$ cat src/rtl/player_move_if.sv
// Player movement bus: button inputs, level restart, detector feedback,
// and the move/position/status outputs of player_move_ctrl.
//   master : drives buttons, level_load and new_*_in; observes outputs
//   slave  : the movement controller itself
interface player_move_if;
  logic        btn_up;
  logic        btn_down;
  logic        btn_left;
  logic        btn_right;
  logic        level_load;
  logic [4:0]  new_x_in;
  logic [4:0]  new_y_in;
  logic [2:0]  move_out;
  logic [4:0]  cur_x;
  logic [4:0]  cur_y;
  logic        step_done;
  logic        blocked;
  logic [15:0] move_count;

  modport master (
    output btn_up, btn_down, btn_left, btn_right, level_load, new_x_in, new_y_in,
    input  move_out, cur_x, cur_y, step_done, blocked, move_count
  );

  modport slave (
    input  btn_up, btn_down, btn_left, btn_right, level_load, new_x_in, new_y_in,
    output move_out, cur_x, cur_y, step_done, blocked, move_count
  );
endinterface

$ cat src/rtl/player_move_ctrl.sv
// Player movement controller, upstream of the collision detector.
// Turns button rising edges into single-step move codes, holds each code on
// move_out for SETTLE_CYCLES cycles, then latches the detector's resolved
// position as the player position. A held button re-issues the move every
// REPEAT_TICKS cycles spent in HOLD.
// Ports:
//   clk   : system clock, rising edge
//   reset : asynchronous active-high reset
//   pm    : player_move_if.slave (buttons, level_load, new_*_in in;
//           move_out, cur_x/y, step_done, blocked, move_count out)
module player_move_ctrl #(
  parameter logic [4:0] START_X       = 5'd1,
  parameter logic [4:0] START_Y       = 5'd1,
  parameter int         SETTLE_CYCLES = 2,
  parameter int         REPEAT_TICKS  = 25_000_000
) (
  input  logic          clk,
  input  logic          reset,
  player_move_if.slave  pm
);

  localparam int SW = (SETTLE_CYCLES > 1) ? $clog2(SETTLE_CYCLES) : 1;
  localparam int RW = (REPEAT_TICKS  > 1) ? $clog2(REPEAT_TICKS)  : 1;

  localparam logic [2:0] MV_NONE  = 3'b000;
  localparam logic [2:0] MV_UP    = 3'b001;
  localparam logic [2:0] MV_LEFT  = 3'b010;
  localparam logic [2:0] MV_DOWN  = 3'b011;
  localparam logic [2:0] MV_RIGHT = 3'b100;

  typedef enum logic [1:0] {IDLE, ISSUE, HOLD} state_t;

  // bit order: 0 up, 1 down, 2 left, 3 right
  logic [3:0] btn_raw, sync1, sync, sync_d, rise;

  state_t      state, state_n;
  logic [2:0]  dir, dir_n;
  logic [SW-1:0] settle_cnt, settle_cnt_n;
  logic [RW-1:0] rpt_cnt, rpt_cnt_n;
  logic [2:0]  move_out, move_out_n;
  logic [4:0]  cur_x, cur_x_n, cur_y, cur_y_n;
  logic        step_done, step_done_n, blocked, blocked_n;
  logic [15:0] move_count, move_count_n;
  logic        dir_held;

  assign btn_raw = {pm.btn_right, pm.btn_left, pm.btn_down, pm.btn_up};
  assign rise    = sync & ~sync_d;

  // sync_d is the edge-detect stage; level_load deliberately leaves it alone
  // so a button still held across a restart produces no edge.
  always_ff @(posedge clk or posedge reset) begin
    if (reset) begin
      sync1  <= '0;
      sync   <= '0;
      sync_d <= '0;
    end else begin
      sync1  <= btn_raw;
      sync   <= sync1;
      sync_d <= sync;
    end
  end

  always_comb begin
    case (dir)
      MV_UP:    dir_held = sync[0];
      MV_DOWN:  dir_held = sync[1];
      MV_LEFT:  dir_held = sync[2];
      MV_RIGHT: dir_held = sync[3];
      default:  dir_held = 1'b0;
    endcase
  end

  always_ff @(posedge clk or posedge reset) begin
    if (reset) begin
      state      <= IDLE;
      dir        <= MV_NONE;
      settle_cnt <= '0;
      rpt_cnt    <= '0;
      move_out   <= MV_NONE;
      cur_x      <= START_X;
      cur_y      <= START_Y;
      step_done  <= 1'b0;
      blocked    <= 1'b0;
      move_count <= '0;
    end else begin
      state      <= state_n;
      dir        <= dir_n;
      settle_cnt <= settle_cnt_n;
      rpt_cnt    <= rpt_cnt_n;
      move_out   <= move_out_n;
      cur_x      <= cur_x_n;
      cur_y      <= cur_y_n;
      step_done  <= step_done_n;
      blocked    <= blocked_n;
      move_count <= move_count_n;
    end
  end

  always_comb begin
    state_n      = state;
    dir_n        = dir;
    settle_cnt_n = settle_cnt;
    rpt_cnt_n    = rpt_cnt;
    move_out_n   = move_out;
    cur_x_n      = cur_x;
    cur_y_n      = cur_y;
    step_done_n  = 1'b0;
    blocked_n    = 1'b0;
    move_count_n = move_count;

    case (state)
      IDLE: begin
        move_out_n = MV_NONE;
        if (rise != 4'b0000) begin
          if      (rise[0]) dir_n = MV_UP;
          else if (rise[1]) dir_n = MV_DOWN;
          else if (rise[2]) dir_n = MV_LEFT;
          else              dir_n = MV_RIGHT;
          move_out_n   = dir_n;
          settle_cnt_n = '0;
          state_n      = ISSUE;
        end
      end
      ISSUE: begin
        if (settle_cnt == SW'(SETTLE_CYCLES - 1)) begin
          cur_x_n     = pm.new_x_in;
          cur_y_n     = pm.new_y_in;
          step_done_n = 1'b1;
          move_out_n  = MV_NONE;
          rpt_cnt_n   = '0;
          state_n     = HOLD;
          if (pm.new_x_in == cur_x && pm.new_y_in == cur_y)
            blocked_n = 1'b1;
          else if (move_count != 16'hFFFF)
            move_count_n = move_count + 16'd1;
        end else begin
          settle_cnt_n = settle_cnt + SW'(1);
        end
      end
      HOLD: begin
        move_out_n = MV_NONE;
        if (!dir_held) begin
          rpt_cnt_n = '0;
          state_n   = IDLE;
        end else if (rpt_cnt == RW'(REPEAT_TICKS - 1)) begin
          rpt_cnt_n    = '0;
          settle_cnt_n = '0;
          move_out_n   = dir;
          state_n      = ISSUE;
        end else begin
          rpt_cnt_n = rpt_cnt + RW'(1);
        end
      end
      default: state_n = IDLE;
    endcase

    // restart wins over anything computed above, including a commit
    if (pm.level_load) begin
      state_n      = IDLE;
      dir_n        = MV_NONE;
      settle_cnt_n = '0;
      rpt_cnt_n    = '0;
      move_out_n   = MV_NONE;
      cur_x_n      = START_X;
      cur_y_n      = START_Y;
      step_done_n  = 1'b0;
      blocked_n    = 1'b0;
      move_count_n = '0;
    end
  end

  assign pm.move_out   = move_out;
  assign pm.cur_x      = cur_x;
  assign pm.cur_y      = cur_y;
  assign pm.step_done  = step_done;
  assign pm.blocked    = blocked;
  assign pm.move_count = move_count;

endmodule

$ cat src/flat_wrapper.sv
// flat-port wrapper written by rule: the top's interface ports become plain ports
module player_move_ctrl_flat 
#(
  parameter logic [4:0] START_X       = 5'd1,
  parameter logic [4:0] START_Y       = 5'd1,
  parameter int         SETTLE_CYCLES = 2,
  parameter int         REPEAT_TICKS  = 25_000_000
)
  (clk, reset, pm_btn_up, pm_btn_down, pm_btn_left, pm_btn_right, pm_level_load, pm_new_x_in, pm_new_y_in, pm_move_out, pm_cur_x, pm_cur_y, pm_step_done, pm_blocked, pm_move_count);
  player_move_if pm_i ();
  input  logic clk;
  input  logic reset;
  input wire logic [$bits(pm_i.btn_up)-1:0] pm_btn_up;
  input wire logic [$bits(pm_i.btn_down)-1:0] pm_btn_down;
  input wire logic [$bits(pm_i.btn_left)-1:0] pm_btn_left;
  input wire logic [$bits(pm_i.btn_right)-1:0] pm_btn_right;
  input wire logic [$bits(pm_i.level_load)-1:0] pm_level_load;
  input wire logic [$bits(pm_i.new_x_in)-1:0] pm_new_x_in;
  input wire logic [$bits(pm_i.new_y_in)-1:0] pm_new_y_in;
  output wire logic [$bits(pm_i.move_out)-1:0] pm_move_out;
  output wire logic [$bits(pm_i.cur_x)-1:0] pm_cur_x;
  output wire logic [$bits(pm_i.cur_y)-1:0] pm_cur_y;
  output wire logic [$bits(pm_i.step_done)-1:0] pm_step_done;
  output wire logic [$bits(pm_i.blocked)-1:0] pm_blocked;
  output wire logic [$bits(pm_i.move_count)-1:0] pm_move_count;
  assign pm_i.btn_up = pm_btn_up;
  assign pm_i.btn_down = pm_btn_down;
  assign pm_i.btn_left = pm_btn_left;
  assign pm_i.btn_right = pm_btn_right;
  assign pm_i.level_load = pm_level_load;
  assign pm_i.new_x_in = pm_new_x_in;
  assign pm_i.new_y_in = pm_new_y_in;
  assign pm_move_out = pm_i.move_out;
  assign pm_cur_x = pm_i.cur_x;
  assign pm_cur_y = pm_i.cur_y;
  assign pm_step_done = pm_i.step_done;
  assign pm_blocked = pm_i.blocked;
  assign pm_move_count = pm_i.move_count;
  player_move_ctrl #(.START_X(START_X), .START_Y(START_Y), .SETTLE_CYCLES(SETTLE_CYCLES), .REPEAT_TICKS(REPEAT_TICKS)) u_core (.clk(clk), .reset(reset), .pm(pm_i));
endmodule
$ cat config.mk
export PLATFORM = sky130hd
export DESIGN_NAME = player_move_ctrl_flat
export DESIGN_NICKNAME = d
export VERILOG_FILES = /design/src/rtl/player_move_if.sv /design/src/rtl/player_move_ctrl.sv /design/src/flat_wrapper.sv
export SDC_FILE = /design/constraint.sdc
export NUM_CORES = 1
export LEC_CHECK = 0
export CAP_MARGIN = 10
export CORE_AREA = 2 2 96 98
export CTS_CLUSTER_SIZE = 30
export DETAILED_ROUTE_END_ITERATION = 7
export DIE_AREA = 0 0 98 100
export HOLD_SLACK_MARGIN = 0.15
export PLACE_DENSITY = 0.76
export SKIP_LAST_GASP = 1
export SLEW_MARGIN = 20
export SYNTH_ARGS = -nofsm -noshare
export SYNTH_HDL_FRONTEND = slang
export SYNTH_SLANG_ARGS = --single-unit
$ cat constraint.sdc
create_clock -name clk -period 3.8 [get_ports clk]
set_clock_uncertainty 0.05 [all_clocks]
set_input_delay 0.57 -clock clk [delete_from_list [all_inputs] [get_ports clk]]
set_output_delay 0.57 -clock clk [all_outputs]
set_load 0.01 [all_outputs]
==> run metrics <==
largest net degree at the start of global routing 32; IO Pins 48; mean routed wirelength per cell roughly 14 um; GRT Overall Usage 16.9%; setup_tns 0 ps; Compound-Gate Fraction of Synth Area 11.0%; ANT nets after route 0; crit start category primary input; cts bufs inserted 9; Detail Placement HPWL 5680 um; initial antenna violation count 0; mux share of post-synthesis cell area between 1.5 and 2%; sequential share of the synthesized area 49.3%; cts hold-fix bufs 0; PD cells 423 nW/um^2; Cells after Synth roughly 400; port bufs between 40 and 50; kind of critical path primary input to flop; RSZ-0062 raised after global routing false; FFs w/ async S/R, synth 100%; Sink Count 74; Seq cells post-synth 74; post_cts resized 0; diode count 0; Max-Cap Viols 0; xor and xnor area share after synthesis around 6%; Static Leakage 1.90 nW; GPL Wtd Cong 0.836; Hold Crit Class flop to flop; Vias/cell around 5.5; Worst setup EP type flop; max-slew violations 0; most common cell after layout, fill and taps aside dfrtp_1; area share of fa/ha/maj cells after synthesis around 2.3%; P&R area growth vs syn 21.3%; number of distinct library cells after synthesis 51; synthesized net count 428; final count of negative-setup-slack endpoints 0; 1st-iter DRT viols 163; syn avg cell area 9.32 sq um; main combinational cell family by area after synthesis simple AND/OR/NAND/NOR gates; CTS H-tree lvls 3; fraction of layout cells with a size suffix above 1 6.78%; worst-skew pair later-pin latency about 350 ps; fin crit share 69.2%; most frequent cells in the layout 72 x dfrtp_1, 49 x nand2_1, 47 x clkdlybuf4s50_1; 1st-pass router iterations 4; FP Rows 35; Setup Buffers After CTS 0; total grt overflow 0; Die Span X 98 um; Post-Route WL between 7000 and 8000 um; EDFF count, synth 0; status complete, no violations; CTS max path bufs 2; ys flop type dfrtp_1; number of fillers in the final layout approximately 800; initial core utilization 42.4%; Max Freq 381 MHz; # nets final about 480; CTS root buf clkbuf_8; Worst Path Max Fanout 15; Arr. time, crit path 2770 ps; Clock Pin Slew Worst Setup and Hold Paths 70 ps; measured slew at the worst slew-check pin 794 ps; CTS tree built; core area 8890 sq um; Synth Area in Simple Gates about a quarter; YS warnings 0; Mapped Area roughly 3800 sq um; drt drc 0; first-pass GRT wire length 13,700 um; worst vdd ir a little over 0.0003 V; die area 9800 sq um; WP data required about 4000 ps; Tmin final roughly 2600 ps; final hold violation count 0; WHS 300 ps; vias in the first global route 3,039; slew margin rel. 46.9%; Die Y 100 um; vias post-DR 3,103
[state kept, by name (all words and copies together), names as in the netlist]
signal                cells
u_core.rpt_cnt           25
u_core.sync               4
u_core.pm.move_out        3
u_core.pm.cur_y           5
u_core.pm.move_count     16
u_core.sync1              4
u_core.sync_d             4
u_core.pm.step_done       1
u_core.dir                3
u_core.state              2
u_core.settle_cnt         1
u_core.pm.cur_x           5
u_core.pm.blocked         1
[critical path, stage by stage]
cell and delay, ps:
clkdlybuf4s50_1 870, nor3_2 140, buf_4 220, or4b_1 580, nor2_1 180, xnor2_1 160, nor2_1 60
[cells in the mapped netlist (all sizes together), types with 10 or more instances]
| library cell | number | area share (%) |
|---|---|---|
| nor3 | 14 | 2.0 |
| nor2 | 34 | 3.4 |
| a21oi | 28 | 3.9 |
| nand4 | 14 | 2.5 |
| dfrtp | 72 | 48 |
| nand2 | 49 | 4.9 |
| and3 | 12 | 2.0 |
| xnor2 | 10 | 2.3 |
| inv | 19 | 1.9 |
| xor2 | 16 | 3.7 |
| o21ai | 18 | 2.5 |
| nand3 | 24 | 3.2 |
[final cells by class]
class | instances | area [sq um] | share of cell area (%)
Clock buffer | 12 | 145 | 3.18
Clock inverter | 4 | 75.1 | 1.64
Inverter | 19 | 71.3 | 1.56
Multi-Input combinational cell | 295 | 1770 | 38.7
Sequential cell | 74 | 1850 | 40.6
Tap cell | 111 | 139 | 3.04
Timing Repair Buffer | 53 | 515 | 11.3
[report_power, final]
part	internal, mW	total, mW	switching [mW]
clock network	0.388	0.670	0.282
logic	0.161	0.388	0.227
registers	0.829	0.873	0.0433
total	1.38	1.93	0.552
[logic make-up (layout without fill, tap and decap cells)]
logic type                 count (synthesis)  in the layout
adders and majority gates                  7              7
muxes                                      6              6
DFF                                       74             74
AOI/OAI and AO/OA                         68             68
xor gates and xnor gates                  26             26
and+or+nand+nor                          188            188
buffers and inverters                     35             88
[metrics by stage]
stage	setup slack [ps]	std cells	total power, mW	util [%]	cell area (sq um)
5_1_grt	1010	568	2.04	51.4	4570
3_5_place_dp	813	552	1.28	48.9	4350
6_report	1170	568	1.93	51.4	4570
2_1_floorplan	1300	404	1.15	-	3760
3_3_place_gp	904	552	1.27	48.9	4350
4_1_cts	1190	568	1.95	51.4	4570
[per-layer routing]
layer  vias up  wire, um  track usage, %
met5         -         0               0
met4         0       103            5.24
met3        13       386            4.39
met2        66      3910            27.3
met1      1520      3580            22.4
li1       1504         -               -
[worst paths after layout]
kind,startpoint,to,slack (ps),cells past startpoint
max in group asynchronous,reset,u_core.sync1[1]$_DFF_PP0_,2440,3
min in group asynchronous,reset,u_core.pm.cur_x[2]$_DFFE_PP0P_,500,2
hold / removal,u_core.sync1[3]$_DFF_PP0_,u_core.sync[3]$_DFF_PP0_,300,0
setup / recovery,pm_level_load,u_core.rpt_cnt[17]$_DFFE_PP0P_,1170,7
setup reg to reg,u_core.state[1]$_DFFE_PP0P_,u_core.rpt_cnt[17]$_DFFE_PP0P_,1210,10
hold reg to reg,u_core.sync1[3]$_DFF_PP0_,u_core.sync[3]$_DFF_PP0_,300,0
Note: power is estimated with default switching activity, not from simulation.
